==> src/rtl/apb_master.sv <==
// APB (v3-style) single-outstanding requester: valid/ready command port in,
// SETUP/ACCESS transfers out, one-cycle response strobe with PREADY timeout.
module apb_master #(
    parameter int ADDR_W  = 32,
    parameter int DATA_W  = 32,
    parameter int TIMEOUT = 16
) (
    input  logic              PCLK,
    input  logic              PRESETn,
    input  logic              cmd_valid,
    output logic              cmd_ready,
    input  logic              cmd_write,
    input  logic [ADDR_W-1:0] cmd_addr,
    input  logic [DATA_W-1:0] cmd_wdata,
    output logic              rsp_valid,
    output logic [DATA_W-1:0] rsp_rdata,
    output logic              rsp_err,
    output logic              PSEL,
    output logic              PENABLE,
    output logic              PWRITE,
    output logic [ADDR_W-1:0] PADDR,
    output logic [DATA_W-1:0] PWDATA,
    input  logic [DATA_W-1:0] PRDATA,
    input  logic              PREADY
);

    localparam logic [1:0] S_IDLE   = 2'd0;
    localparam logic [1:0] S_SETUP  = 2'd1;
    localparam logic [1:0] S_ACCESS = 2'd2;
    localparam logic [1:0] S_ERR    = 2'd3;

    localparam bit          TO_EN   = (TIMEOUT != 0);
    localparam logic [15:0] TO_LAST = 16'(TIMEOUT - 1);
    localparam logic [15:0] CNT_MAX = 16'hFFFF;

    logic [1:0]        state_q,     state_d;
    logic              psel_q,      psel_d;
    logic              penable_q,   penable_d;
    logic              pwrite_q,    pwrite_d;
    logic [ADDR_W-1:0] paddr_q,     paddr_d;
    logic [DATA_W-1:0] pwdata_q,    pwdata_d;
    logic [15:0]       wait_cnt_q,  wait_cnt_d;
    logic              rsp_valid_q, rsp_valid_d;
    logic              rsp_err_q,   rsp_err_d;
    logic [DATA_W-1:0] rsp_rdata_q, rsp_rdata_d;

    logic accept;
    logic aligned;
    logic timed_out;

    assign cmd_ready = (state_q == S_IDLE);
    assign accept    = cmd_valid && cmd_ready;
    assign aligned   = (cmd_addr[1:0] == 2'b00);
    assign timed_out = TO_EN && (wait_cnt_q == TO_LAST);

    always_comb begin
        state_d     = state_q;
        psel_d      = psel_q;
        penable_d   = penable_q;
        pwrite_d    = pwrite_q;
        paddr_d     = paddr_q;
        pwdata_d    = pwdata_q;
        wait_cnt_d  = wait_cnt_q;
        rsp_valid_d = 1'b0;
        rsp_err_d   = rsp_err_q;
        rsp_rdata_d = rsp_rdata_q;

        unique case (state_q)
            S_IDLE: begin
                if (accept) begin
                    if (aligned) begin
                        pwrite_d   = cmd_write;
                        paddr_d    = cmd_addr;
                        pwdata_d   = cmd_wdata;
                        psel_d     = 1'b1;
                        penable_d  = 1'b0;
                        wait_cnt_d = '0;
                        state_d    = S_SETUP;
                    end else begin
                        state_d = S_ERR;
                    end
                end
            end
            S_SETUP: begin
                penable_d = 1'b1;
                state_d   = S_ACCESS;
            end
            S_ACCESS: begin
                if (PREADY) begin
                    psel_d      = 1'b0;
                    penable_d   = 1'b0;
                    state_d     = S_IDLE;
                    rsp_valid_d = 1'b1;
                    rsp_err_d   = 1'b0;
                    rsp_rdata_d = pwrite_q ? '0 : PRDATA;
                end else begin
                    // saturate so a disabled timeout can never wrap
                    if (wait_cnt_q != CNT_MAX) begin
                        wait_cnt_d = wait_cnt_q + 16'd1;
                    end
                    if (timed_out) begin
                        psel_d      = 1'b0;
                        penable_d   = 1'b0;
                        state_d     = S_IDLE;
                        rsp_valid_d = 1'b1;
                        rsp_err_d   = 1'b1;
                        rsp_rdata_d = '0;
                    end
                end
            end
            S_ERR: begin
                state_d     = S_IDLE;
                rsp_valid_d = 1'b1;
                rsp_err_d   = 1'b1;
                rsp_rdata_d = '0;
            end
            default: begin
                state_d = S_IDLE;
            end
        endcase
    end

    always_ff @(posedge PCLK or negedge PRESETn) begin
        if (!PRESETn) begin
            state_q     <= S_IDLE;
            psel_q      <= 1'b0;
            penable_q   <= 1'b0;
            pwrite_q    <= 1'b0;
            paddr_q     <= '0;
            pwdata_q    <= '0;
            wait_cnt_q  <= '0;
            rsp_valid_q <= 1'b0;
            rsp_err_q   <= 1'b0;
            rsp_rdata_q <= '0;
        end else begin
            state_q     <= state_d;
            psel_q      <= psel_d;
            penable_q   <= penable_d;
            pwrite_q    <= pwrite_d;
            paddr_q     <= paddr_d;
            pwdata_q    <= pwdata_d;
            wait_cnt_q  <= wait_cnt_d;
            rsp_valid_q <= rsp_valid_d;
            rsp_err_q   <= rsp_err_d;
            rsp_rdata_q <= rsp_rdata_d;
        end
    end

    assign PSEL      = psel_q;
    assign PENABLE   = penable_q;
    assign PWRITE    = pwrite_q;
    assign PADDR     = paddr_q;
    assign PWDATA    = pwdata_q;
    assign rsp_valid = rsp_valid_q;
    assign rsp_err   = rsp_err_q;
    assign rsp_rdata = rsp_rdata_q;

    // protocol invariants of the APB side
    a_en_sel : assert property (@(posedge PCLK) disable iff (!PRESETn)
        PENABLE |-> PSEL);
    a_en_acc : assert property (@(posedge PCLK) disable iff (!PRESETn)
        PENABLE |-> (state_q == S_ACCESS));

endmodule

==> config.mk <==
export PLATFORM = sky130hd
export DESIGN_NAME = apb_master
export DESIGN_NICKNAME = d
export VERILOG_FILES = /design/src/rtl/apb_master.sv
export SDC_FILE = /design/constraint.sdc
export NUM_CORES = 1
export LEC_CHECK = 0
export CAP_MARGIN = 30
export CORE_ASPECT_RATIO = 0.9
export CORE_MARGIN = 1
export CORE_UTILIZATION = 45
export DETAILED_ROUTE_END_ITERATION = 10
export PLACE_DENSITY = 0.84
export SYNTH_ARGS = -nofsm -noshare
export SYNTH_HDL_FRONTEND = slang
export SYNTH_SLANG_ARGS = --single-unit
==> constraint.sdc <==
create_clock -name PCLK -period 3.3 [get_ports PCLK]
set_input_delay 0.66 -clock PCLK [delete_from_list [all_inputs] [get_ports PCLK]]
set_output_delay 0.66 -clock PCLK [all_outputs]
set_load 0.02 [all_outputs]
==> results of run 1 <==
sequential cells by signal (all words and copies together) (netlist names), 2 cells and up:
register    count
PADDR          32
PWDATA         32
rsp_rdata      32
wait_cnt_q     16
state_q         2
per-layer routing:
layer  vias to the layer above  part of all wire  wire [um]
li1                       1686                 -          -
met1                      1870              0.39       4950
met2                       189              0.51       6480
met3                        25             0.076        963
met4                         0             0.025        312
met5                         -                 0          0
cell usage in the layout, fill, tap and decap left out, drive strengths merged, types with 11 or more instances in the layout:
master,count
a21oi,11
a22o,33
clkbuf,19
clkdlybuf4s50,201
dfrtp,119
mux2,63
nand2,13
nor2,13
o21ai,24
critical path: stages, from the launching register on:
cell,delay [ps]
dfrtp_1,530
nor2_1,270
clkdlybuf4s50_1,670
Yosys cell counts, drive strengths merged:
cell | n | area share
a31oi | 2 | 0.0026
or4 | 1 | 0.0024
or2 | 1 | 0.0013
o21ai | 24 | 0.032
o21a | 2 | 0.0032
nor3b | 1 | 0.0016
nor3 | 3 | 0.0032
nor4 | 3 | 0.0040
nand4 | 6 | 0.0079
buf | 15 | 0.018
o41ai | 4 | 0.0074
and4 | 1 | 0.0019
inv | 3 | 0.0024
and2 | 4 | 0.0053
and3 | 2 | 0.0029
dfrtp | 119 | 0.63
nand2b | 2 | 0.0032
a21oi | 11 | 0.014
nor2b | 1 | 0.0013
or3 | 2 | 0.0026
o22ai | 1 | 0.0013
or4b | 1 | 0.0029
nand2 | 13 | 0.010
clkbuf | 4 | 0.0032
o31ai | 3 | 0.0048
nor2 | 13 | 0.010
o22a | 1 | 0.0019
a22o | 33 | 0.061
nand3 | 6 | 0.0063
mux2 | 63 | 0.15
ha | 1 | 0.0026
report_power, final:
group	switching (mW)	internal (mW)	leakage (nW)
registers	0.333	2.01	1.51
logic	1.40	1.49	1.39
clock network	0.660	1.28	0.295
through the flow:
stage / hold slack [ps] / instances / power (mW)
6_report: 238 / 695 / 7.17
5_1_grt: 284 / 695 / 7.48
4_1_cts: 248 / 695 / 7.22
3_5_place_dp: 476 / 663 / 5.23
3_3_place_gp: 471 / 663 / 5.14
2_1_floorplan: 364 / 346 / 3.77
how the worst max path moves through the flow:
| stage | startpoint | to |
|---|---|---|
| after detailed placement | cmd_addr[1] | wait_cnt_q[13] |
| final | state_q[1] | cmd_ready |
| after floorplan | cmd_addr[1] | wait_cnt_q[12] |
| after CTS | state_q[1] | cmd_ready |
| after global placement | cmd_addr[1] | wait_cnt_q[13] |
| after global routing | state_q[1] | cmd_ready |
cell type report:
| type | count | area (um^2) |
|---|---|---|
| Clock inverter | 13 | 179 |
| Multi-Input combinational cell | 205 | 1650 |
| Tap cell | 129 | 161 |
| Sequential cell | 119 | 2980 |
| Fill cell | 659 | 2740 |
| Inverter | 3 | 11.3 |
| Timing Repair Buffer | 207 | 2080 |
| Clock buffer | 19 | 443 |
cell families (layout without fill, tap and decap cells):
family          Yosys count  after routing  synth area share
mux                      63             63             0.150
flops                   119            119             0.629
fa+ha+maj                 1              1           0.00264
simple gates             60             60            0.0674
compound gates           81             81             0.128
buf+inv                  22            242            0.0233
==> impl_metrics.toml, run 1 <==
[timing]
skew_ps = 9.96
hold_viol = 0
relSlewSlack = 0.622
drv_slew = 0
tightest_slew_ps = 565
fin_setup_tns_ps = 0
max_freq_ghz = 0.394
finalSetupViolations = 0
rsz0062_at_grt = "no"
min_period_over_period = 0.769
fin_crit_ps = 2540
setup_ws_ps = 762

[critical_path]
r2r_start = "wait_cnt_q[0]"
worstPathMaxFanout = 11
r2r-end = "wait_cnt_q[5]"
r2r_slack_ps = 1050
crit_required_ps = 2640
startpoint_type = "flop"
critPathCaptureType = "output pin"
crit_arrival_ps = 1880
path_class = "reg -> out"
r2r_cells = 6

[clock_tree]
htreeDepth = 4
clk_path_buf_depth = 2
cts_buffers = 17
cts_tree = "done"
insertion_delay_ps = 410
numClockSinks = 119
cts-root-buf = "clkbuf_16"
cts_setup_buffers = 0
path_clk_slew_ps = 60
postCtsHoldBufs = 0
cts_repair_resize_count = 0

[cells_and_area]
final_util = 0.733
n_antenna_cell = 0
drive_above_1_share = 0.200
areaGrowthSynthToFinish_pct = 58.6
finalNetCount = 655
fin_area_um2 = 7510

[synth]
synth_area_per_cell_um2 = 13.7
syn_area_um2 = 4730
syn_inst = 346
ys_types = 39
ys_seq_area_frac = 0.629
ys_ff_latch = 119
synth_nets = 448
ys_warn_count = 0

[global_route]
grt_pass1_vias = 3830
grt_use_met2 = 0.389
grt_max_degree = 52
grt_use_total = 0.243
grt_most_used_layer = "met2"
grt_overflow_total = 0
use_met1 = 0.297
use_met3 = 0.0813
grt_pass1_wl_um = 19600
antenna_found_initial = 0

[detailed_routing]
drt-vias-per-instance = 5.42
dr.pass1.iters = 5
dr.first_iter.drc_count = 255
post_drt_wl_per_cell_um = 18.3
num_vias = 3770
drc = 0
routed_wl_um = 12700
drtAntennaViolNets = 0

[power]
p_leak_nw = 3.19
ir_drop_mv = 0.668
power_density_nw_per_um2 = 955

[die]
die_w_um = 110
num_rows = 35
dieHeight_um = 99.3
initial_utilization = 0.462
num_io_pins = 203
dieArea_um2 = 10900
core_um2 = 10200

[worst_hold_path]
min_path_type = "in -> async"

[placement]
dp_hpwl_um = 8410
gp_congestion = 0.854
place_ws_ps = 729
place_area_um2 = 6890
portBuffers = 202

[run]
drv_cap = 0

[run_status]
status = "finished, final reports clean"
Note: power is estimated with default switching activity, not from simulation.
==> run 2: changes to the inputs <==
--- a/config.mk
+++ b/config.mk
@@ -8,9 +8,9 @@
 export CAP_MARGIN = 30
 export CORE_ASPECT_RATIO = 0.9
 export CORE_MARGIN = 1
-export CORE_UTILIZATION = 45
+export CORE_UTILIZATION = 42
 export DETAILED_ROUTE_END_ITERATION = 10
-export PLACE_DENSITY = 0.84
+export PLACE_DENSITY = 0.8
 export SYNTH_ARGS = -nofsm -noshare
 export SYNTH_HDL_FRONTEND = slang
 export SYNTH_SLANG_ARGS = --single-unit
==> constraint.sdc (replaced) <==
create_clock -name PCLK -period 2.4 [get_ports PCLK]
set_input_delay 0.48 -clock PCLK [delete_from_list [all_inputs] [get_ports PCLK]]
set_output_delay 0.48 -clock PCLK [all_outputs]
set_load 0.02 [all_outputs]
==> impl_metrics.toml, run 2 (synthesized netlist as in run 1, its figures left out) <==
[timing]
finalSetupViolations = 0
min_period_over_period = 0.956
rsz0062_at_grt = "no"
skew_ps = 9.70
fin_crit_ps = 2300
relSlewSlack = 0.664
hold_viol = 0
max_freq_ghz = 0.436
fin_setup_tns_ps = 0
drv_slew = 0
tightest_slew_ps = 500

[cells_and_area]
n_antenna_cell = 0
layout_commonest_cell = "clkdlybuf4s50_1"
areaGrowthSynthToFinish_pct = 60.4
seqCellArea_um2 = 2980
final_util = 0.697
fillers = 796
finalNetCount = 660
fin_area_um2 = 7590
multi_input_area_um2 = 1660
layout_common_cells = "clkdlybuf4s50_1 (201), dfrtp_1 (119), mux2_2 (63)"
drive_above_1_share = 0.204

[clock_tree]
numClockSinks = 119
path_clk_slew_ps = 50
cts_setup_buffers = 0
cts-root-buf = "clkbuf_16"
cts_buffers = 17
clk_path_buf_depth = 2
htreeDepth = 4
insertion_delay_ps = 410
cts_tree = "done"

[critical_path]
startpoint_type = "flop"
critPathCaptureType = "output pin"
cp-startpoint = "state_q[0]"
path_class = "reg -> out"
crit_arrival_ps = 1820
path_cells = "nor2_2 > clkdlybuf4s50_1"
slowest_stage = "clkdlybuf4s50_1"
crit_required_ps = 1920
r2r_start = "wait_cnt_q[0]"
worstPathMaxFanout = 8
cpPeakStageDelay_ps = 660

[die]
num_io_pins = 203
num_rows = 36
core_um2 = 10900
dieHeight_um = 103
dieArea_um2 = 11700
die_w_um = 114
initial_utilization = 0.434

[placement]
portBuffers = 202
gp_congestion = 0.930
dp_hpwl_um = 9050
place_area_um2 = 6980

[global_route]
grt_use_total = 0.223
grt_overflow_total = 0
antenna_found_initial = 0
grt_pass1_vias = 3828
grt_max_degree = 59
grt_pass1_wl_um = 19400

[detailed_routing]
num_vias = 3689
dr.first_iter.drc_count = 135
post_drt_wl_per_cell_um = 17.6
drt-vias-per-instance = 5.11
drc = 0
drtAntennaViolNets = 0
dr.pass1.iters = 4
routed_wl_um = 12700

[worst_hold_path]
min_path_type = "in -> async"

[run]
drv_cap = 0

[run_status]
status = "finished, final reports clean"

[power]
p_leak_nw = 3.24
ir_drop_mv = 0.821
power_density_nw_per_um2 = 1300
==> run 2: path summary, 6_finish.rpt <==
check / cells past startpoint / to / slack, ps
min in group PCLK: 1 / PADDR[0] / 480
min reg2reg: 1 / PADDR[0] / 480
min: 1 / rsp_rdata[25] / 30
max: 2 / cmd_ready / 100
max in group asynchronous: 2 / PADDR[20] / 1620
max reg2reg: 6 / wait_cnt_q[2] / 190
==> run 2: what timing repair did <==
action / in CTS / in global routing
hold endpoints to repair: 0 / 0
hold buffers: 0 / 0
gates resized for setup: 1 / 0
endpoints found under the setup margin: 1 / 0
==> run 2: cell type report <==
cell class,instances,share of cell area
Sequential cell,119,0.392
Multi-Input combinational cell,205,0.218
Clock inverter,9,0.0196
Clock buffer,22,0.0611
Timing Repair Buffer,212,0.282
Inverter,3,0.00148
Tap cell,152,0.0250
==> run 2: where the power goes <==
group	internal (mW)	switching, mW	total (mW)
Sequential	2.77	0.428	3.19
Clock	1.78	0.855	2.63
Combinational	2.08	1.96	4.04
==> run 2: critical path: cells and delay by family, from the launching register on <==
kind / cells / cell delay (ps)
DFF: 1 / 500
buffers and inverters: 1 / 660
and+or+nand+nor: 1 / 250
==> run 2: through the flow <==
stage	std cells	power [mW]	worst slack [ps]	hold slack [ps]
after detailed placement	691	7.27	-93.9	466
final	722	9.87	105	32.3
after floorplan	346	5.19	512	184
after global placement	691	7.15	63.1	461
after global routing	722	10.3	46.3	58.3
after CTS	722	9.96	80.3	28.5
==> run 2: routing by layer <==
metal	GRT usage	up-vias	share of wire
met1	0.257	1809	0.39
met5	0	-	0
li1	-	1702	-
met2	0.365	152	0.50
met4	0.107	0	0.022
met3	0.0947	26	0.083
